`src/rtl/ram_access_pkg.sv`:
```
// rtl/ram_access_pkg.sv - Constants, state encoding and burst types for ram_access_ctrl.
// RAM_ACCESS_READBACK_EN adds the verify states.
package ram_access_pkg;
  localparam int DATA_W = 8;
  localparam int ADDR_W = 5;
  localparam int DEPTH  = 16;

  typedef logic [3:0] len_t;
  typedef logic [3:0] word_addr_t;

`ifdef RAM_ACCESS_READBACK_EN
  typedef enum logic [2:0] {IDLE, WR, RD_ADDR, RD_DATA, VFY_ADDR, VFY_DATA} state_e;
`else
  typedef enum logic [1:0] {IDLE, WR, RD_ADDR, RD_DATA} state_e;
`endif
endpackage

```
`src/rtl/ram_access_beat_ctr.sv`:
```
// rtl/ram_access_beat_ctr.sv - Burst word pointer and remaining-beat counter.
// The pointer wraps modulo 16.
module ram_access_beat_ctr
  import ram_access_pkg::*;
(
  input  logic       clk,
  input  logic       rst,
  input  logic       load_i,
  input  word_addr_t addr_i,
  input  len_t       len_i,
  input  logic       step_i,
  output word_addr_t cur_o,
  output word_addr_t cur_next_o,
  output len_t       cnt_o,
  output logic       last_o
);
  word_addr_t cur_q, cur_d;
  len_t       cnt_q, cnt_d;

  always_comb begin
    cur_d = cur_q;
    cnt_d = cnt_q;
    if (load_i) begin
      cur_d = addr_i;
      cnt_d = len_i;
    end else if (step_i) begin
      cur_d = cur_q + 4'd1;
      cnt_d = cnt_q - 4'd1;
    end
  end

  always_ff @(posedge clk or posedge rst) begin
    if (rst) begin
      cur_q <= '0;
      cnt_q <= '0;
    end else begin
      cur_q <= cur_d;
      cnt_q <= cnt_d;
    end
  end

  assign cur_o      = cur_q;
  assign cur_next_o = cur_q + 4'd1;
  assign cnt_o      = cnt_q;
  assign last_o     = (cnt_q == 4'd0);
endmodule

```
`src/rtl/ram_access_ctrl.sv`:
```
// rtl/ram_access_ctrl.sv - Burst read/write initiator for the 16x8 registered-address RAM.
// Define RAM_ACCESS_READBACK_EN to re-read each write burst and flag mismatches on err.
module ram_access_ctrl
  import ram_access_pkg::*;
(
  input  logic              clk,
  input  logic              rst,
  input  logic              req_valid,
  output logic              req_ready,
  input  logic              req_write,
  input  logic [ADDR_W-1:0] req_addr,
  input  logic [3:0]        req_len,
  input  logic              wr_valid,
  output logic              wr_ready,
  input  logic [DATA_W-1:0] wr_data,
  output logic              rd_valid,
  input  logic              rd_ready,
  output logic [DATA_W-1:0] rd_data,
  output logic [DATA_W-1:0] ram_data_in,
  output logic [ADDR_W-1:0] ram_address,
  output logic              ram_write_enable,
  input  logic [DATA_W-1:0] ram_data_out,
  output logic              busy,
  output logic              done,
  output logic              err
);
  state_e     state_q;
  logic       done_q;
  word_addr_t cur, cur_next;
  len_t       cnt;
  logic       last;
  logic       req_fire, wr_fire, rd_fire;
  logic       ctr_load, ctr_step;
  word_addr_t ctr_addr;
  len_t       ctr_len;
  logic       unused_bits;

  assign req_fire    = req_ready && req_valid;
  assign wr_fire     = (state_q == WR) && wr_valid;
  assign rd_fire     = (state_q == RD_DATA) && rd_ready;
  assign unused_bits = ^{req_addr[ADDR_W-1], cnt};

`ifdef RAM_ACCESS_READBACK_EN
  logic [DATA_W-1:0] shadow_q [DEPTH];
  word_addr_t        start_q;
  len_t              len_q;
  len_t              beat_idx;
  logic              err_q;

  // Beat index is the same for the write pass and the verify pass.
  assign beat_idx = len_q - cnt;
  assign ctr_load = req_fire || (wr_fire && last);
  assign ctr_addr = req_fire ? req_addr[3:0] : start_q;
  assign ctr_len  = req_fire ? req_len : len_q;
  assign ctr_step = wr_fire || rd_fire || (state_q == VFY_DATA);

  always_ff @(posedge clk) begin
    if (wr_fire) shadow_q[beat_idx] <= wr_data;
  end

  always_ff @(posedge clk or posedge rst) begin
    if (rst) begin
      start_q <= '0;
      len_q   <= '0;
      err_q   <= 1'b0;
    end else begin
      if (req_fire) begin
        start_q <= req_addr[3:0];
        len_q   <= req_len;
        err_q   <= 1'b0;
      end else if (state_q == VFY_DATA && ram_data_out != shadow_q[beat_idx]) begin
        err_q <= 1'b1;
      end
    end
  end
  assign err = err_q;
`else
  assign ctr_load = req_fire;
  assign ctr_addr = req_addr[3:0];
  assign ctr_len  = req_len;
  assign ctr_step = wr_fire || rd_fire;
  assign err      = 1'b0;
`endif

  ram_access_beat_ctr u_beat_ctr (
    .clk        (clk),
    .rst        (rst),
    .load_i     (ctr_load),
    .addr_i     (ctr_addr),
    .len_i      (ctr_len),
    .step_i     (ctr_step),
    .cur_o      (cur),
    .cur_next_o (cur_next),
    .cnt_o      (cnt),
    .last_o     (last)
  );

  always_ff @(posedge clk or posedge rst) begin
    if (rst) begin
      state_q <= IDLE;
      done_q  <= 1'b0;
    end else begin
      done_q <= 1'b0;
      case (state_q)
        IDLE:    if (req_fire) state_q <= req_write ? WR : RD_ADDR;
        WR:      if (wr_fire && last) begin
`ifdef RAM_ACCESS_READBACK_EN
                   state_q <= VFY_ADDR;
`else
                   state_q <= IDLE;
                   done_q  <= 1'b1;
`endif
                 end
        RD_ADDR: state_q <= RD_DATA;
        RD_DATA: if (rd_fire && last) begin
                   state_q <= IDLE;
                   done_q  <= 1'b1;
                 end
`ifdef RAM_ACCESS_READBACK_EN
        VFY_ADDR: state_q <= VFY_DATA;
        VFY_DATA: if (last) begin
                    state_q <= IDLE;
                    done_q  <= 1'b1;
                  end
`endif
        default: state_q <= IDLE;
      endcase
    end
  end

  // Pre-advancing the address on an accepted read beat hides the RAM's address register.
  always_comb begin
    req_ready        = (state_q == IDLE) && !rst;
    wr_ready         = (state_q == WR);
    rd_valid         = (state_q == RD_DATA);
    rd_data          = '0;
    ram_data_in      = '0;
    ram_address      = '0;
    ram_write_enable = 1'b0;
    case (state_q)
      WR: begin
        ram_address      = {{(ADDR_W-4){1'b0}}, cur};
        ram_data_in      = wr_data;
        ram_write_enable = wr_valid;
      end
      RD_ADDR: ram_address = {{(ADDR_W-4){1'b0}}, cur};
      RD_DATA: begin
        rd_data     = ram_data_out;
        ram_address = {{(ADDR_W-4){1'b0}}, (rd_ready ? cur_next : cur)};
      end
`ifdef RAM_ACCESS_READBACK_EN
      VFY_ADDR: ram_address = {{(ADDR_W-4){1'b0}}, cur};
      VFY_DATA: ram_address = {{(ADDR_W-4){1'b0}}, cur_next};
`endif
      default: ;
    endcase
  end

  assign busy = (state_q != IDLE);
  assign done = done_q;
endmodule

```
`config.mk`:
```
export PLATFORM = sky130hd
export DESIGN_NAME = ram_access_ctrl
export DESIGN_NICKNAME = d
export VERILOG_FILES = /design/src/rtl/ram_access_pkg.sv /design/src/rtl/ram_access_beat_ctr.sv /design/src/rtl/ram_access_ctrl.sv
export SDC_FILE = /design/constraint.sdc
export NUM_CORES = 1
export LEC_CHECK = 0
export CAP_MARGIN = 20
export CORE_AREA = 5 5 55 57
export CTS_BUF_LIST = sky130_fd_sc_hd__clkbuf_4 sky130_fd_sc_hd__clkbuf_8
export DETAILED_ROUTE_END_ITERATION = 12
export DIE_AREA = 0 0 60 62
export HOLD_SLACK_MARGIN = 0.1
export PLACE_DENSITY = 0.84
export SLEW_MARGIN = 5
export SYNTH_ARGS = -nofsm -noshare
export SYNTH_HDL_FRONTEND = slang
export SYNTH_SLANG_ARGS = --single-unit
```
`constraint.sdc`:
```
create_clock -name clk -period 2.4 [get_ports clk]
set_clock_uncertainty 0.05 [all_clocks]
set_input_delay 0.24 -clock clk [delete_from_list [all_inputs] [get_ports clk]]
set_output_delay 0.24 -clock clk [all_outputs]
set_load 0.005 [all_outputs]
```
==> key figures <==
Synthesis
  • Synth Area in Simple Gates: 33.1%
  • Post-synthesis area per instance: 8.26 µm²
  • Syn Std Cell Area: roughly 950 µm²
  • Largest family of logic cells by synthesized area: simple AND/OR/NAND/NOR gates
  • Cell variety after synth: 34
  • Post-synthesis instance total: 115
  • Number of synthesized register bits: 11
  • Sequential share of the synthesized area: 29.0%
  • XOR/XNOR Fraction of Synth Area: 1.84%
  • Post-synthesis mux area share: 5.27%
  • Synth warn: 0
  • Post-synthesis adder-cell area fraction: 10.5%
  • Compound-Gate Fraction of Synth Area: 12.6%

Status
  • Status: complete, no violations

STA
  • Fin. Hold Viols: 0
  • Period utilisation layout: 94.4%
  • Setup_tns: 0 ns
  • Relative slew slack: 64.1%
  • Crit path time final: 2.27 ns
  • Highest clock rate: 0.441 GHz
  • Unrepaired setup endpoints after global routing: false
  • Final setup fails: 0
  • Least-Margin Pin Slew: about 0.54 ns
  • Fin. max-slew vios: 0

Placed design
  • Placer congestion estimate: approximately 0.82
  • Post-DP HPWL: 2380 µm
  • Port bufs: 55

Detailed routing
  • Routed len/inst: 14.1 µm
  • Initial drt markers: 30
  • Vias per Instance: ~5
  • ANT nets after route: 0
  • DR pass1 iterations: 4
  • Final WL: 2840 µm
  • Via count: 1018
  • DRC: 0

GRT
  • GRT Overall Usage: 16.1%
  • Via count of the first global-routing pass: 1017
  • Pin count of the biggest net entering global routing: 15
  • First-pass GRT wire length: 4540 µm
  • Gr ovfl total: 0
  • Initial antenna violation count: 0

Critical path
  • Crit-path max FO: 5
  • Worst Setup Start Kind: flop
  • Critical path arrival: 1.98 ns
  • Worst path required time: 2.11 ns
  • Delay-heaviest family, CP: buffers and inverters
  • Slowest CP cell: clkdlybuf4s50_1
  • Setup crit end kind: primary output
  • Largest stage delay, worst path: 0.52 ns
  • Crit Path Category: flop to primary output
  • WP buf/inv: 1
  • Crit path cell chain: ha_4, nand2_1, or3_1, a31oi_1, clkdlybuf4s50_1

CTS
  • Worst-path clk slew: 0.07 ns
  • CTS max path bufs: 2
  • Postcts setup bufs: 0
  • CTS Buf Count: 3
  • Sink Count: 11
  • Root Driver: clkbuf_4
  • Hold buffer count at cts: 0
  • Max H-tree Level: 1
  • Worst-Skew Late Latency: approximately 0.27 ns
  • CTS tree: yes
  • Cts repair resizes: 0

Power and ir drop
  • Pwr Density: roughly 940 nW/µm²
  • Final Power: 0.00147 W
  • Peak VDD IR: 0.552 mV
  • Static Leak: 0.660 nW

Die
  • Row count: 18
  • Die Area: 3720 µm²
  • I/O pins: 59
  • Starting Density: 39.0%
  • CORE AREA: 2430 µm²
  • Die Wd: ~60 µm
  • Die height: around 62 µm

Cells and area
  • Number of antenna repair diodes: 0
  • Share of cells above drive strength 1: 7.02%
  • Final Core Density: 64.6%
  • Area delta synth->final: 65.5%
  • Fin nets: 211

Run
  • Max Cap Viol: 0

Min path
  • Worst hold-check path type: input port to async pin
## layer usage
layer / vias to the layer above / GRT usage, % / share of wire (%)
li1: 502 / - / -
met1: 468 / 20.4 / 45
met2: 43 / 25.9 / 43
met3: 5 / 3.72 / 10
met4: 0 / 7.28 / 1.4
met5: - / 0 / 0
## worst register-to-register path, cell delays in order, from the launching register on
cell and delay, ns:
dfrtp_1 0.42, inv_1 0.13, ha_1 0.36, a22oi_1 0.12, buf_4 0.20, or3_1 0.36, a31oi_1 0.17
## synth_stat cells (all sizes together)
| library cell | n | area [µm²] |
|---|---|---|
| ha | 8 | 100 |
| conb | 1 | 3.75 |
| clkbuf | 3 | 11.3 |
| mux2i | 5 | 50.1 |
| nand2 | 7 | 26.3 |
| or3 | 4 | 25.0 |
| nand3 | 5 | 25.0 |
| dfrtp | 11 | 275 |
| and2 | 17 | 106 |
| a21oi | 5 | 25.0 |
| nand4bb | 2 | 22.5 |
| and3b | 2 | 18.8 |
| a21boi | 1 | 7.51 |
| a222oi | 1 | 10.0 |
| a31oi | 4 | 25.0 |
| o211ai | 2 | 15.0 |
| or2b | 1 | 8.76 |
| xor2 | 1 | 8.76 |
| or4 | 2 | 15.0 |
| or2 | 2 | 12.5 |
| nor4b | 1 | 8.76 |
| nand4 | 1 | 6.26 |
| o21ai | 6 | 30.0 |
| nand3b | 1 | 7.51 |
| nor2 | 6 | 22.5 |
| buf | 4 | 23.8 |
| xnor2 | 1 | 8.76 |
| inv | 9 | 33.8 |
| and2b | 1 | 8.76 |
| a22oi | 1 | 7.51 |
## state kept, by name (all words and copies together), names as in the netlist
name	flops
u_beat_ctr.cnt_o	4
u_beat_ctr.cur_o	4
state_q	2
done	1
## report_power, final
group	internal, W	switching (W)	total (W)
Combinational	0.000541	0.000420	0.000961
Sequential	0.000273	0.0000989	0.000372
Clock	0.0000758	0.0000631	0.000139
## stage by stage
step	hold slack (ns)	cells	area (µm²)	worst slack (ns)
2_1_floorplan	0.0424	116	953	0.810
3_3_place_gp	0.426	197	1530	0.311
3_5_place_dp	0.442	197	1530	0.267
4_1_cts	0.336	201	1560	0.0192
5_1_grt	0.390	201	1570	0.0109
6_report	0.337	201	1570	0.133
## final timing paths
check,start,depth (start not counted),slack [ns],to
worst max register to register,state_q[1]$_DFFE_PP0P_,6,0.53,u_beat_ctr.cur_o[3]$_DFFE_PP0P_
min in group clk,u_beat_ctr.cnt_o[3]$_DFFE_PP0P_,1,0.46,done$_DFF_PP0_
worst min register to register,u_beat_ctr.cnt_o[3]$_DFFE_PP0P_,1,0.46,done$_DFF_PP0_
max in group asynchronous,rst,2,1.67,u_beat_ctr.cnt_o[0]$_DFFE_PP0P_
worst max-delay path,state_q[0]$_DFFE_PP0P_,5,0.13,ram_address[3]
worst min-delay path,rst,2,0.34,u_beat_ctr.cnt_o[1]$_DFFE_PP0P_
## layout make-up
cell class | count | area, µm²
clock buffer | 4 | 30.0
tap | 30 | 37.5
timing repair buffer | 58 | 573
inverter | 9 | 33.8
fill | 213 | 861
sequential | 11 | 275
multi-input combinational | 89 | 622
## cell families (layout without fill, tap and decap cells)
| family | Yosys count | in the layout |
|---|---|---|
| DFF | 11 | 11 |
| AOI/OAI and AO/OA | 20 | 20 |
| muxes | 5 | 5 |
| and+or+nand+nor | 52 | 52 |
| adders and majority gates | 8 | 8 |
| buffers and inverters | 16 | 71 |
| xor gates and xnor gates | 2 | 2 |
| other | 1 | 2 |
## cell usage in the layout (no fill, tap or decap), drive strengths merged, types with 2 or more instances in the layout
master and instances:
or4 2, clkbuf 4, o211ai 2, buf 3, or2 2, and2 17
nand2 7, dfrtp 11, clkdlybuf4s50 55, o21ai 6, nand4bb 2, a21oi 5
conb 2, ha 8, a31oi 4, and3b 2, nor2 6, inv 9
or3 4, mux2i 5, nand3 5
Note: power is estimated with default switching activity, not from simulation.
==> edit 1 (config.mk and constraints unchanged) <==
`DATA_W`: 8 -> 9.
--- a/src/rtl/ram_access_pkg.sv
+++ b/src/rtl/ram_access_pkg.sv
@@ -2,5 +2,5 @@
 // RAM_ACCESS_READBACK_EN adds the verify states.
 package ram_access_pkg;
-  localparam int DATA_W = 8;
+  localparam int DATA_W = 9;
   localparam int ADDR_W = 5;
   localparam int DEPTH  = 16;
Ports: changed (resized ram_data_in, ram_data_out, rd_data and wr_data); port bits go from 59 to 63. No check against the original RTL was run, so the function may have changed too.
==> edit 1 against the original RTL <==
Sequential cell count unchanged; setup slack improved by 4.9 ps; utilization increased by 1.6 points; hold slack got worse by 5.3 ps; total power increased by 0.60%; synthesized area increased by 1.3%; critical path depth increased by 1; wire length increased by 4.1%; design area increased by 2.5%; critical path type unchanged; cell count increased by 3.0%; highest routed layer unchanged.
==> edit 1: results (changes against the original RTL) <==
- The flow ran to the end, and the final reports show no timing, DRC or antenna violations.
- The combined global-route utilization of all metal layers is 16.74% (+0.68 points).
- The post-CTS resize count is 0 (unchanged).
- The remaining max-slew budget at the tightest pin came to 65.71% (+1.6 points).
- The portion of the post-synthesis area used by sequential elements was 28.61% (-0.38 points).
- The maximum ir drop on the vdd rail is 0.7040 mV (+27%).
- The antenna diode instance count was 0 (unchanged).
- The most critical setup path has its endpoint at ram_address[1].
- The endpoint identified for the worst register-to-register timing path is u_beat_ctr.cur_o[3].
- The average detailed-routed wire length per instance is 14.29 um (+1.1%).
- The per-cell via count in the routed design is 5.034 (-0.61%).
- By area the synthesized netlist is led by sky130_fd_sc_hd__dfrtp_1 (29%), sky130_fd_sc_hd__and2_1 (12%), sky130_fd_sc_hd__ha_1 (10%).
- The maximum fanout along the worst path is 16 (+11).
- The initial antenna violation count came to 0 (unchanged).
- The path depth of the worst reg2reg path was 6 (unchanged).
- The leakage power total is 0.6813 nW (+3.2%).
- The clock-pin slew of the registers on the worst-case setup and hold paths was 70 ps (about the same).
- The number of detailed-route iterations in the first pass came to 4 (unchanged).
- The type of the worst min-delay path is in2async.
- The final RePlAce weighted congestion came to 0.7526 (-8.4%).
- The CTS root buffer is sky130_fd_sc_hd__clkbuf_4.
- The net switching fraction of the power is 39.28% (-0.24 points).
- The number of DRC markers after the initial detailed-route iteration is 19 (-37%).
- The half-perimeter wire length after placement is 2.499 mm (+5.1%).
- The share of final-layout standard cells stronger than drive strength 1 is 6.215% (-0.80 points).
- The number of distinct standard cells referenced by the synthesized netlist is 34 (unchanged).
- After synthesis, the most frequently instantiated cells are sky130_fd_sc_hd__and2_1 (19), sky130_fd_sc_hd__dfrtp_1 (11), sky130_fd_sc_hd__inv_1 (9).
- The worst register-to-register path begins at state_q[1].
- The maximum level of the CTS H-tree was 1 (unchanged).
- The placed instance area is 0.001582 mm2 (+3.4%).
- The count of buffers from port buffering is 59 (+7.3%).
- The via count of the first global-routing pass is 1007 (-0.98%).
- The buffer depth of the longest clock path is 2 (unchanged).
- The maximum number of pins on one net before global-route repair was 17 (+2).
- The first-pass GRT wire length is 4.678 mm (+3.0%).
- The count of filler cells inserted in the layout came to 218 (+2.3%).
- The number of synthesis warnings came to 0 (unchanged).
- The internal reg-to-reg setup slack is 520 ps.
- The net count of the finished layout is 219 (+3.8%).
- The peak per-stage delay on the critical path is 460 ps (-60 ps).
[edit 1: worst min path at each step]
stage | slack (ps) | to
5_1_grt | 380 | u_beat_ctr.cnt_o[3]
2_1_floorplan | 40 | done
6_report | 330 | done
3_3_place_gp | 440 | done
4_1_cts | 340 | done
3_5_place_dp | 440 | done
[edit 1: per-layer routing]
layer,track usage (%),vias to the layer above,part of all wire [%]
met5,0,-,0
met3,3.512,4,9.1
met2,28.40,46,46
li1,-,518,-
met4,3.797,0,0.51
met1,21.91,474,45
[edit 1: per-stage QoR]
stage	cells	worst slack, ps	power, W	hold slack (ps)
after CTS	207	125.4	0.001492	340.8
after detailed placement	203	191.9	0.001350	435.7
after global routing	207	19.93	0.001615	378.3
after floorplan	118	803.6	0.0008883	42.44
after global placement	203	247.2	0.001303	436.0
final	207	138.2	0.001481	332.1
[edit 1: final cells by class]
| cell class | count | area [um2] | area share, % |
|---|---|---|---|
| Sequential cell | 11 | 275.3 | 17.08 |
| Timing Repair Buffer | 62 | 613.1 | 38.04 |
| Clock buffer | 4 | 30.03 | 1.863 |
| Multi-Input combinational cell | 91 | 621.8 | 38.59 |
| Tap cell | 30 | 37.54 | 2.329 |
| Inverter | 9 | 33.78 | 2.096 |
[edit 1: cells by family after synthesis]
family / count (synthesis) / share of synthesized area, %
adders and majority gates: 8 / 10.40
and+or+nand+nor: 54 / 33.94
xor gates and xnor gates: 2 / 1.821
muxes: 5 / 5.202
AOI/OAI and AO/OA: 20 / 12.48
buffers and inverters: 16 / 7.150
other: 1 / 0.3897
DFF: 11 / 28.61
[edit 1: power by group through the flow]
stage          Clock [W]  Combinational (W)  Sequential [W]
4_1_cts         0.000140           0.000984        0.000368
5_1_grt         0.000150            0.00108        0.000383
6_report        0.000137           0.000974        0.000370
2_1_floorplan          0           0.000547        0.000341
3_5_place_dp           0           0.000978        0.000371
3_3_place_gp           0           0.000942        0.000361
[edit 1: worst max-delay path: cells and delay by family (launching register included)]
family	cells	cell delay, ps
AO/OA/AOI/OAI	2	230
AND/OR/NAND/NOR	1	200
adder cells (fa/ha/maj)	1	230
flip-flops	1	400
buffers and inverters	2	650
==> edit 2 (config.mk and constraints unchanged) <==
Made on the original files. Re-encode `state_e` (4 states) as one-hot, 4 bits wide.
--- a/src/rtl/ram_access_pkg.sv
+++ b/src/rtl/ram_access_pkg.sv
@@ -12,5 +12,5 @@
   typedef enum logic [2:0] {IDLE, WR, RD_ADDR, RD_DATA, VFY_ADDR, VFY_DATA} state_e;
 `else
-  typedef enum logic [1:0] {IDLE, WR, RD_ADDR, RD_DATA} state_e;
+  typedef enum logic [3:0] {IDLE = 4'b0001, WR = 4'b0010, RD_ADDR = 4'b0100, RD_DATA = 4'b1000} state_e;
 `endif
 endpackage
Function: same outputs for any inputs over 10 cycles, from zero or initial values and one cycle with rst high; not proved beyond that.
==> edit 2 against the original RTL <==
Wire length fell by 8.0%; synthesized cell count fell by 4.3%; first-iteration DRC count fell by 40%; synthesized area up 1.8%; setup slack got worse by 21 ps; design area up 4.9%; sequential cell count is 2 higher.
Power is not compared: it rests on default switching activity, and its combinational part moved more than twofold at a synthesized area within 25%.
==> edit 2: results (changes against the original RTL) <==
- The antenna diode instance count is 0 (unchanged).
- The critical path arrival is 2000 ps (+20 ps).
- The via count of the first global-routing pass is 961 (-5.5%).
- The commonest cells after synthesis are sky130_fd_sc_hd__and2_1 (18), sky130_fd_sc_hd__dfrtp_1 (12), sky130_fd_sc_hd__nand2_1 (12).
- The combined global-route utilization of all metal layers is 13.70% (-2.4 points).
- The half-perimeter wire length after placement is 2.149 mm (-9.6%).
- The number of DRC markers after the initial detailed-route iteration is 18 (-40%).
- The number of buffers inserted during clock tree synthesis is 3 (unchanged).
- The flow ran to the end, and the final reports show no timing, DRC or antenna violations.
- The maximum number of pins on one net before global-route repair was 16 (+1).
- The peak per-stage delay on the critical path is 400 ps (-120 ps).
- The share of final-layout standard cells stronger than drive strength 1 was 13.64% (+6.6 points).
- The count of filler cells inserted in the layout was 203 (-4.7%).
- The average detailed-routed wire length per instance was 12.69 um (-10%).
- The per-cell via count in the routed design was 4.888 (-3.5%).
- The first-pass GRT wire length is 4.008 mm (-12%).
- The portion of the post-synthesis area used by sequential elements came to 33.76% (+4.8 points).
- The final RePlAce weighted congestion was 0.8002 (-2.6%).
- The number of distinct standard cells referenced by the synthesized netlist was 37 (+8.8%).
- The actual transition at the worst max-transition pin was 555.7 ps (+17.78 ps).
- Broken down by cell family, the worst path's largest delay share belongs to buffers and inverters.
- The initial antenna violation count is 0 (unchanged).
- By area the synthesized netlist is led by sky130_fd_sc_hd__dfrtp_1 (31%), sky130_fd_sc_hd__and2_1 (12%), sky130_fd_sc_hd__xnor2_1 (6.3%).
- The maximum fanout along the worst path is 2 (-3).
- The cell type of the slowest stage on the worst timing path is sky130_fd_sc_hd__or3b_1.
-- edit 2: cell types whose count changed after synthesis, sizes merged, moves of 4 or more --
cell    delta
xnor2      +6
a211oi     +5
ha         -5
mux2i      -5
nand2      +5
a21oi      -4
a31oi      -4
nand3      -4
-- edit 2: power breakdown --
group | total (W) | internal [W] | leakage, nW | switching, W
clock | 0.000140 | 0.0000757 | 0.0184 | 0.0000643
combinational | 0.000257 | 0.000151 | 0.528 | 0.000106
sequential | 0.000311 | 0.000265 | 0.165 | 0.0000462
-- edit 2: cell type report --
cell class | instances | area [um2] | share of cell area (%)
clock buffers | 4 | 30.03 | 1.822
inverters | 7 | 26.28 | 1.595
repair buffers | 67 | 639.4 | 38.80
well taps | 30 | 37.54 | 2.278
multi-input cells | 85 | 588.1 | 35.69
flip-flops and latches | 13 | 326.6 | 19.82
-- edit 2: routing by layer --
layer / track usage (%) / vias to the layer above / wire length [um]
met5: 0 / - / 0
met4: 5.696 / 0 / 30
met3: 2.686 / 2 / 335
met2: 25.77 / 52 / 1155
met1: 14.96 / 451 / 1093
li1: - / 502 / -
-- edit 2: path summary, 6_finish.rpt --
path,start,to,slack (ps)
min in group clk,req_len[1],u_beat_ctr.cnt_o[1],470
worst max register to register,state_q[1],u_beat_ctr.cnt_o[2],330
worst min register to register,u_beat_ctr.cnt_o[1],u_beat_ctr.cnt_o[1],510
worst min-delay path,rst,u_beat_ctr.cur_o[1],360
worst max-delay path,state_q[1],ram_address[3],110
max in group asynchronous,rst,state_q[0],1590
-- edit 2: logic make-up after synthesis --
kind of cell | Yosys count | share of synthesized area, %
compound gates | 24 | 17.59
xor+xnor | 8 | 7.245
fa+ha+maj | 3 | 3.881
buf+inv | 13 | 7.374
flops | 13 | 33.77
other cells | 1 | 0.3877
simple gates | 48 | 29.76
-- edit 2: repair_timing --
| item | 4_1_cts | 5_1_grt |
|---|---|---|
| resized for setup | 4 | 3 |
| cloned | 0 | 0 |
| pin swaps | 1 | 1 |
| hold buffers | 0 | 0 |
| buffers inserted | 2 | 0 |
| endpoints found under the setup margin | 4 | 18 |
-- edit 2: metrics by stage --
stage / instances / area (um2) / setup TNS [ps] / worst slack [ps]
final: 206 / 1648 / 0 / 111.9
after global routing: 206 / 1648 / 0 / 3.020
after CTS: 206 / 1637 / 0 / 14.25
after detailed placement: 200 / 1589 / -579.1 / -164.7
after global placement: 200 / 1589 / -519.0 / -152.6
after floorplan: 111 / 970.9 / 0 / 594.2
